## src/rtl/isa_io_pkg.sv

```systemverilog
// Shared types and widths for the SM2201 ISA I/O front end.
// Imported by isa_strobe_filter and isa_io_decoder.
package isa_io_pkg;

  localparam int ISA_ADDR_W = 10;
  localparam int WAIT_CNT_W = 8;
  localparam int FILT_CNT_W = 3;

  typedef enum logic [1:0] {
    IDLE,
    QUAL,
    WAIT,
    HOLD
  } io_state_e;

endpackage

```

## src/rtl/isa_strobe_filter.sv

```systemverilog
// Two-flop synchroniser plus glitch filter for one active-low ISA strobe.
// The output changes only after FILTER_CYCLES consecutive agreeing synchronised samples.
module isa_strobe_filter
  import isa_io_pkg::*;
#(
  parameter int FILTER_CYCLES = 2
) (
  input  logic clk,
  input  logic reset,
  input  logic strobe_n_i,
  output logic active_o
);

  logic                  sync1_q;
  logic                  sync2_q;
  logic                  filt_n_q;
  logic [FILT_CNT_W-1:0] cnt_q;

  // NOTE: non-blocking assignments make sync1_q -> sync2_q a real two-stage shift;
  // blocking ones would collapse the chain into a single flop.
  always_ff @(posedge clk or negedge reset) begin
    if (!reset) begin
      sync1_q  <= 1'b1;
      sync2_q  <= 1'b1;
      filt_n_q <= 1'b1;
      cnt_q    <= '0;
    end else begin
      sync1_q <= strobe_n_i;
      sync2_q <= sync1_q;
      if (sync2_q == filt_n_q) begin
        cnt_q <= '0;
      end else if (cnt_q == FILT_CNT_W'(FILTER_CYCLES - 1)) begin
        filt_n_q <= sync2_q;
        cnt_q    <= '0;
      end else begin
        cnt_q <= cnt_q + 1'b1;
      end
    end
  end

  assign active_o = ~filt_n_q;

endmodule

```

## src/rtl/isa_io_decoder.sv

```systemverilog
// ISA I/O window decoder and IOCHRDY wait-state generator for the SM2201 board.
// Optional wait timeout is compiled in when ISA_IO_TIMEOUT_EN is defined.
module isa_io_decoder
  import isa_io_pkg::*;
#(
  parameter logic [ISA_ADDR_W-1:0] BASE_ADDR     = 10'h300,
  parameter int                    FILTER_CYCLES = 2,
  parameter int                    WAIT_TIMEOUT  = 255
) (
  input  logic                  clk,
  input  logic                  reset,
  input  logic [ISA_ADDR_W-1:0] isa_addr,
  input  logic                  aen,
  input  logic                  ior_n,
  input  logic                  iow_n,
  input  logic                  rdy,
  output logic                  sel,
  output logic [1:0]            a,
  output logic                  w,
  output logic                  iochrdy,
  output logic                  data_oe,
  output logic                  tout
);

  if (FILTER_CYCLES < 1 || FILTER_CYCLES > 7) begin : g_bad_filter
    $error("isa_io_decoder: FILTER_CYCLES must be 1..7");
  end
  if (WAIT_TIMEOUT < 1 || WAIT_TIMEOUT > 255) begin : g_bad_timeout
    $error("isa_io_decoder: WAIT_TIMEOUT must be 1..255");
  end

  logic rd_act;
  logic wr_act;

  isa_strobe_filter #(.FILTER_CYCLES(FILTER_CYCLES)) u_rd_filter (
    .clk        (clk),
    .reset      (reset),
    .strobe_n_i (ior_n),
    .active_o   (rd_act)
  );

  isa_strobe_filter #(.FILTER_CYCLES(FILTER_CYCLES)) u_wr_filter (
    .clk        (clk),
    .reset      (reset),
    .strobe_n_i (iow_n),
    .active_o   (wr_act)
  );

  io_state_e state_q;
  logic      rd_prev_q;
  logic      wr_prev_q;
  logic      sel_q;
  logic [1:0] a_q;
  logic      w_q;
  logic      iochrdy_q;
  logic      data_oe_q;

  // A start needs a fresh edge on exactly one strobe, so releasing one of two
  // simultaneous strobes never looks like a new single-strobe access.
  logic in_window;
  logic start;
  logic cur_act;

  assign in_window = (isa_addr[ISA_ADDR_W-1:2] == BASE_ADDR[ISA_ADDR_W-1:2]);
  assign start     = in_window && !aen &&
                     ((rd_act && !rd_prev_q && !wr_act) ||
                      (wr_act && !wr_prev_q && !rd_act));
  assign cur_act   = w_q ? wr_act : rd_act;

`ifdef ISA_IO_TIMEOUT_EN
  localparam logic [WAIT_CNT_W-1:0] TIMEOUT_LAST = WAIT_CNT_W'(WAIT_TIMEOUT - 1);
  logic [WAIT_CNT_W-1:0] wait_cnt_q;
  logic                  tout_q;
`endif

  always_ff @(posedge clk or negedge reset) begin
    if (!reset) begin
      state_q    <= IDLE;
      rd_prev_q  <= 1'b0;
      wr_prev_q  <= 1'b0;
      sel_q      <= 1'b1;
      a_q        <= 2'd0;
      w_q        <= 1'b0;
      iochrdy_q  <= 1'b1;
      data_oe_q  <= 1'b0;
`ifdef ISA_IO_TIMEOUT_EN
      wait_cnt_q <= '0;
      tout_q     <= 1'b0;
`endif
    end else begin
      rd_prev_q <= rd_act;
      wr_prev_q <= wr_act;
`ifdef ISA_IO_TIMEOUT_EN
      tout_q    <= 1'b0;
`endif
      case (state_q)
        IDLE: begin
          if (start) begin
            state_q    <= QUAL;
            a_q        <= isa_addr[1:0];
            w_q        <= wr_act;
            sel_q      <= 1'b0;
            iochrdy_q  <= 1'b0;
            data_oe_q  <= !wr_act;
`ifdef ISA_IO_TIMEOUT_EN
            wait_cnt_q <= '0;
`endif
          end
        end
        // QUAL is the first cycle of the wait; rdy already high releases here.
        QUAL, WAIT: begin
          if (!cur_act) begin
            state_q   <= IDLE;
            sel_q     <= 1'b1;
            iochrdy_q <= 1'b1;
            data_oe_q <= 1'b0;
          end else if (rdy) begin
            state_q   <= HOLD;
            iochrdy_q <= 1'b1;
          end
`ifdef ISA_IO_TIMEOUT_EN
          else if (wait_cnt_q == TIMEOUT_LAST) begin
            state_q   <= HOLD;
            iochrdy_q <= 1'b1;
            tout_q    <= 1'b1;
          end
`endif
          else begin
            state_q <= WAIT;
`ifdef ISA_IO_TIMEOUT_EN
            if (wait_cnt_q != '1) wait_cnt_q <= wait_cnt_q + 1'b1;
`endif
          end
        end
        HOLD: begin
          if (!cur_act) begin
            state_q   <= IDLE;
            sel_q     <= 1'b1;
            data_oe_q <= 1'b0;
          end
        end
        default: state_q <= IDLE;
      endcase
    end
  end

  assign sel     = sel_q;
  assign a       = a_q;
  assign w       = w_q;
  assign iochrdy = iochrdy_q;
  assign data_oe = data_oe_q;
`ifdef ISA_IO_TIMEOUT_EN
  assign tout    = tout_q;
`else
  assign tout    = 1'b0;
`endif

endmodule

```

## config.mk

```make
export PLATFORM = sky130hd
export DESIGN_NAME = isa_io_decoder
export DESIGN_NICKNAME = d
export VERILOG_FILES = /design/src/rtl/isa_io_pkg.sv /design/src/rtl/isa_strobe_filter.sv /design/src/rtl/isa_io_decoder.sv
export SDC_FILE = /design/constraint.sdc
export NUM_CORES = 1
export LEC_CHECK = 0
export CAP_MARGIN = 5
export CORE_AREA = 2 2 67 69
export DETAILED_ROUTE_END_ITERATION = 16
export DIE_AREA = 0 0 69 71
export GPL_ROUTABILITY_DRIVEN = 0
export HOLD_SLACK_MARGIN = 0.08
export SKIP_CTS_REPAIR_TIMING = 1
export SLEW_MARGIN = 20
export SYNTH_ARGS = -nofsm -noshare
export SYNTH_HDL_FRONTEND = slang
export SYNTH_SLANG_ARGS = --single-unit
export TNS_END_PERCENT = 10
```

## constraint.sdc

```tcl
create_clock -name clk -period 1.9 [get_ports clk]
set_input_delay 0.57 -clock clk [delete_from_list [all_inputs] [get_ports clk]]
set_output_delay 0.57 -clock clk [all_outputs]
set_load 0.005 [all_outputs]
```

==> results of run 1 <==
## final timing paths
check / cells after the start / startpoint / endpoint
setup / recovery: 5 / aen / a[0]
hold / removal: 0 / u_wr_filter.sync1_q / u_wr_filter.sync2_q
setup reg to reg: 4 / u_wr_filter.filt_n_q / a[0]
hold reg to reg: 0 / u_wr_filter.sync1_q / u_wr_filter.sync2_q
max in group asynchronous: 2 / reset / u_wr_filter.sync2_q
min in group asynchronous: 2 / reset / w
## layer usage
layer  wire length, µm  vias to the layer above
met1               803                      326
li1                  -                      325
met2               808                       23
met4                54                        0
met5                 0                        -
met3               129                        7
## synth_stat cells (all sizes together) (2+ instances only)
library cell   n
dfrtp         14
dfstp          8
nor2           8
inv            6
nand2          6
a21oi          5
mux2           4
o21ai          4
mux2i          3
nor3b          3
ha             2
nand2b         2
xnor2          2
xor2           2
## flip-flops by register name, indices dropped and copies added (netlist names)
register,cells
a,2
data_oe,1
iochrdy,1
rd_prev_q,1
sel,1
state_q,2
u_rd_filter.cnt_q,3
u_rd_filter.filt_n_q,1
u_rd_filter.sync1_q,1
u_rd_filter.sync2_q,1
u_wr_filter.cnt_q,3
u_wr_filter.filt_n_q,1
u_wr_filter.sync1_q,1
u_wr_filter.sync2_q,1
w,1
wr_prev_q,1
## critical path: stages
cell and delay [ns]:
clkdlybuf4s50_1 0.40, and4bb_2 0.32, o2111ai_4 0.14, or2_4 0.28, mux2_4 0.30
## power groups by stage
stage               logic (mW)  registers (mW)  clock network (mW)
floorplan                0.304           0.710                   0
global placement         0.425           0.723                   0
detailed placement       0.444           0.733                   0
CTS                      0.445           0.727               0.349
global route             0.483           0.746               0.368
finish                   0.429           0.726               0.332
## through the flow
stage | hold slack [ns] | area (µm²)
2_1_floorplan | 0.274 | 997
3_5_place_dp | 0.347 | 1280
3_3_place_gp | 0.346 | 1280
5_1_grt | 0.363 | 1350
4_1_cts | 0.359 | 1340
6_report | 0.357 | 1350
## cell type report
type,count,area (µm²),area share
Inverter,6,22.5,0.0167
Sequential cell,22,561,0.417
Timing Repair Buffer,23,235,0.175
Clock buffer,4,55.1,0.0409
Multi-Input combinational cell,52,407,0.302
Tap cell,52,65.1,0.0484
## cell families after synthesis
group / count (synthesis)
buf+inv: 7
flops: 22
simple gates: 24
fa+ha+maj: 2
other cells: 1
compound gates: 14
mux: 7
xor+xnor: 4
==> impl_metrics.json, run 1 <==
{
  "cp.arrival_ns": 2.01,
  "total_power_mw": 1.49,
  "grt_use_total": 0.0826,
  "dr.pass1.iters": 4,
  "grtUsageMet2": 0.122,
  "syn_nets": 99,
  "synth_area_um2": 997,
  "utilization": 0.320,
  "grt_pass1_vias": 700,
  "outcome": "complete, no violations",
  "cap_violations": 0,
  "cts_tree": "done",
  "place_hpwl_um": 1330,
  "rows": 24,
  "grt_max_degree": 23,
  "n_fill_cell": 426,
  "io_buffers": 21,
  "wire_per_inst_um": 11.3,
  "htree_num_levels": 1,
  "via_per_inst": 4.28,
  "min_period_ns": 1.86,
  "skew_ns": 0.00291,
  "yosys-mux-area-fraction": 0.0828,
  "slew_headroom": 0.636,
  "syn2layout_area_growth_pct": 34.9,
  "die_w_um": 69,
  "vias": 681,
  "powerDensity_mw_per_mm2": 1110,
  "final_common_cell": "clkdlybuf4s50_1",
  "drc": 0,
  "yosysWarningCount": 0,
  "swShare": 0.315,
  "start_util": 0.237,
  "synthFlopType": "dfrtp_1",
  "synth_seq_area_share": 0.562,
  "layout_common_cells": "clkdlybuf4s50_1, dfrtp_1, nor2_1, dfstp_2",
  "finalMaxSlewViolations": 0,
  "yosys.area_share.simple": 0.154,
  "critical_path.startpoint_type": "primary input",
  "setup_tns_ns": 0,
  "p_comb_frac": 0.288,
  "power.leakage_nw": 0.592,
  "grt-ovfl-total": 0,
  "routed_wl_um": 1800,
  "synth_top_cell_area_share": 0.351,
  "use_met1": 0.102,
  "synthesis.instances": 81,
  "layout-drive-gt1-share": 0.215,
  "instances_no_fill": 159,
  "p_seq_frac": 0.488,
  "hold_viol_final": 0,
  "antenna_left": 0,
  "clkTransAtPathRegs_ns": 0.08,
  "grt_pass1_wl_um": 3190,
  "ys_ff_latch": 22,
  "place_inst": 155,
  "synth_top_area_cell": "dfrtp_1",
  "ios": 23,
  "power_switching_uw": 469,
  "worstPathMaxFanout": 4,
  "synthAdderAreaFrac": 0.0251,
  "antenna_found_initial": 0,
  "clkPwrFrac": 0.223,
  "finalCritPeriodShare": 0.977,
  "cts_buffers": 3,
  "clockBufferDepth": 2,
  "tightest_slew_ns": 0.530,
  "max-vdd-ir-drop_v": 0.000296,
  "finalSetupViolCount": 0,
  "dr.first_iter.drc_count": 21,
  "internal-power_mw": 1.02,
  "synthDistinctLibCells": 31,
  "synth_area_per_cell_um2": 12.3,
  "r2r_setup_slack_ns": 0.20,
  "core_mm2": 0.00420,
  "fp.dieH_um": 71,
  "min_path_type": "register to register",
  "synth-xor-area-share": 0.0351,
  "synth_compound_area_frac": 0.107,
  "ys_async_sr_fraction": 1.00,
  "clk_latency_ns": 0.26,
  "endpoint_kind": "register",
  "path_class": "primary input to register",
  "fp.dieArea_mm2": 0.00490,
  "rsz0062_at_grt": "false",
  "gr-usage-met3": 0.0328,
  "synth_area_leaders": "dfrtp_1, dfstp_2, mux2i_1",
  "worst_slack_ns": 0.0441,
  "root_buffer": "clkbuf_8",
  "fmax_mhz": 539,
  "dp_slack_ns": -0.243,
  "grt.busiest_layer": "met2",
  "crit_required_ns": 2.05,
  "fin_nets": 126,
  "n_antenna_cell": 0,
  "cts.sinks": 22,
  "synth_edf_count": 0,
  "synth_top_family_by_area": "simple AND/OR/NAND/NOR gates"
}
(Power assumes the default switching activity.)
==> run 2, diff against run 1 <==
CORE_AREA = 2 2 68 70   (was 2 2 67 69)
DIE_AREA = 0 0 70 72   (was 0 0 69 71)
RECOVER_POWER = 100   (was not set)
SYNTH_HIERARCHICAL = 1   (was not set)
==> run 2 against run 1 <==
Setup slack better by 0.045 ns; combinational power up 60%; largest power group unchanged; clock power about the same; critical path type unchanged; area after synthesis up 5.5%; critical endpoint unchanged; hold slack worse by 0.0038 ns; clock skew up 0.0012 ns.
==> impl_metrics.json, run 2 <==
{
  "synth_top_area_cell": "dfrtp_1",
  "synthesis.instances": 85,
  "finalSetupViolCount": 0,
  "utilization": 0.327,
  "clk_latency_ns": 0.26,
  "endpoint_kind": "register",
  "drc": 0,
  "n_antenna_cell": 0,
  "finalMaxSlewViolations": 0,
  "vias": 719,
  "die_w_um": 70,
  "root_buffer": "clkbuf_8",
  "path_class": "primary input to register",
  "crit_required_ns": 2.05,
  "multiInputGateArea_um2": 463,
  "top_regs": "u_rd_filter/cnt_q x3, u_wr_filter/cnt_q x3",
  "path_cells": "clkdlybuf4s50_1 -> and4bb_1 -> nand4_2 -> nor2_2 -> and2_4 -> mux2_4",
  "grt_max_degree": 23,
  "setup_tns_ns": 0,
  "syn_nets": 104,
  "place_hpwl_um": 1450,
  "min_path_type": "register to register",
  "layout_common_cells": "dfrtp_1, clkdlybuf4s50_1, a21oi_1",
  "power.leakage_nw": 0.588,
  "synth_seq_area_share": 0.533,
  "core_mm2": 0.00426,
  "grt-ovfl-total": 0,
  "cts.sinks": 22,
  "synth.most_common_cell": "dfrtp_1",
  "layout-drive-gt1-share": 0.250,
  "clkTransAtPathRegs_ns": 0.08,
  "synth_area_leaders": "dfrtp_1, dfstp_2, a21oi_1",
  "grt_pass1_wl_um": 3420,
  "yosys-top-cells-count": "dfrtp_1, a21oi_1, dfstp_2",
  "dr.first_iter.drc_count": 28,
  "n_fill_cell": 430,
  "min_period_ns": 1.81,
  "synth_top_cell_area_share": 0.333,
  "start_util": 0.247,
  "slew_headroom": 0.638,
  "cts_buffers": 3,
  "rows": 24,
  "powerDensity_mw_per_mm2": 1230,
  "cap_violations": 0,
  "synth_area_per_cell_um2": 12.4,
  "cts_tree": "done",
  "worstPathMaxFanout": 3,
  "slowest_stage": "clkdlybuf4s50_1",
  "r2r_setup_slack_ns": 0.15,
  "antenna_found_initial": 0,
  "regArea_um2": 561,
  "outcome": "complete, no violations",
  "skew_ns": 0.00407,
  "io_buffers": 21,
  "ys_async_sr_fraction": 1.00,
  "synth_area_mm2": 0.00105,
  "holdWs_ns": 0.354,
  "clockBufferDepth": 2,
  "max-vdd-ir-drop_v": 0.000510,
  "grt_pass1_vias": 744,
  "synthDistinctLibCells": 34,
  "critPathMaxStageDelay_ns": 0.45,
  "wire_per_inst_um": 11.7,
  "dr.pass1.iters": 3,
  "hold_viol_final": 0,
  "htree_num_levels": 1,
  "critical_path.startpoint_type": "primary input",
  "synth_edf_count": 0,
  "via_per_inst": 4.38,
  "antenna_left": 0,
  "tightest_slew_ns": 0.543,
  "final_common_cell": "dfrtp_1",
  "routed_wl_um": 1910,
  "grt_use_total": 0.0839,
  "synthFlopType": "dfrtp_1",
  "fmax_mhz": 552,
  "fp.dieArea_mm2": 0.00504,
  "fin_nets": 132,
  "ios": 23,
  "ys_ff_latch": 22,
  "yosysWarningCount": 6,
  "cp.arrival_ns": 1.96,
  "syn2layout_area_growth_pct": 32.6,
  "fp.dieH_um": 72,
  "finalCritPeriodShare": 0.953
}
==> run 2: worst max-delay path, delay by kind of cell <==
family | cells | cell delay, ns
and+or+nand+nor | 4 | 0.65
buffers and inverters | 1 | 0.45
muxes | 1 | 0.30
==> run 2: routing by layer <==
layer  track usage  routed length (µm)  up-vias
met4        0.0192                  17        0
met5             0                   0        -
li1              -                   -      348
met2         0.139                 886       19
met1         0.104                 877      349
met3        0.0333                 130        3
==> run 2: cells by family (layout without fill, tap and decap cells) <==
| family | after synthesis | after routing | synth area share |
|---|---|---|---|
| AOI/OAI and AO/OA | 21 | 21 | 0.140 |
| xor gates and xnor gates | 2 | 2 | 0.0166 |
| adders and majority gates | 3 | 3 | 0.0357 |
| buffers and inverters | 6 | 33 | 0.0250 |
| DFF | 22 | 22 | 0.533 |
| muxes | 7 | 7 | 0.0868 |
| other | 1 | 1 | 0.00356 |
| and+or+nand+nor | 23 | 23 | 0.159 |
==> run 2: where the power goes <==
group / internal (mW) / leakage [nW] / switching [mW]
Clock: 0.185 / 0.0288 / 0.144
Sequential: 0.616 / 0.266 / 0.0871
Combinational: 0.332 / 0.293 / 0.353
Total: 1.13 / 0.588 / 0.585
==> run 2: final timing paths <==
kind / cells past startpoint / startpoint / end
setup / recovery: 6 / isa_addr[9] / a[0]
hold / removal: 0 / u_rd_filter/sync1_q / u_rd_filter/sync2_q
setup reg to reg: 6 / u_rd_filter/filt_n_q / a[0]
hold reg to reg: 0 / u_rd_filter/sync1_q / u_rd_filter/sync2_q
max in group asynchronous: 2 / reset / sel
min in group asynchronous: 2 / reset / u_rd_filter/cnt_q[1]
==> run 2: final cells by class <==
class,instances,share of cell area
inverters,5,0.0135
clock buffers,4,0.0395
flip-flops and latches,22,0.402
well taps,52,0.0466
multi-input cells,57,0.332
repair buffers,24,0.167
==> run 2: metrics by stage <==
| step | area, µm² | power [mW] | cells | setup WS (ns) |
|---|---|---|---|---|
| after CTS | 1400 | 1.75 | 164 | -0.00643 |
| after floorplan | 1050 | 1.19 | 85 | 0.229 |
| after detailed placement | 1340 | 1.41 | 160 | -0.239 |
| after global routing | 1400 | 1.86 | 164 | -0.00325 |
| after global placement | 1340 | 1.39 | 160 | -0.241 |
| final | 1400 | 1.72 | 164 | 0.0893 |
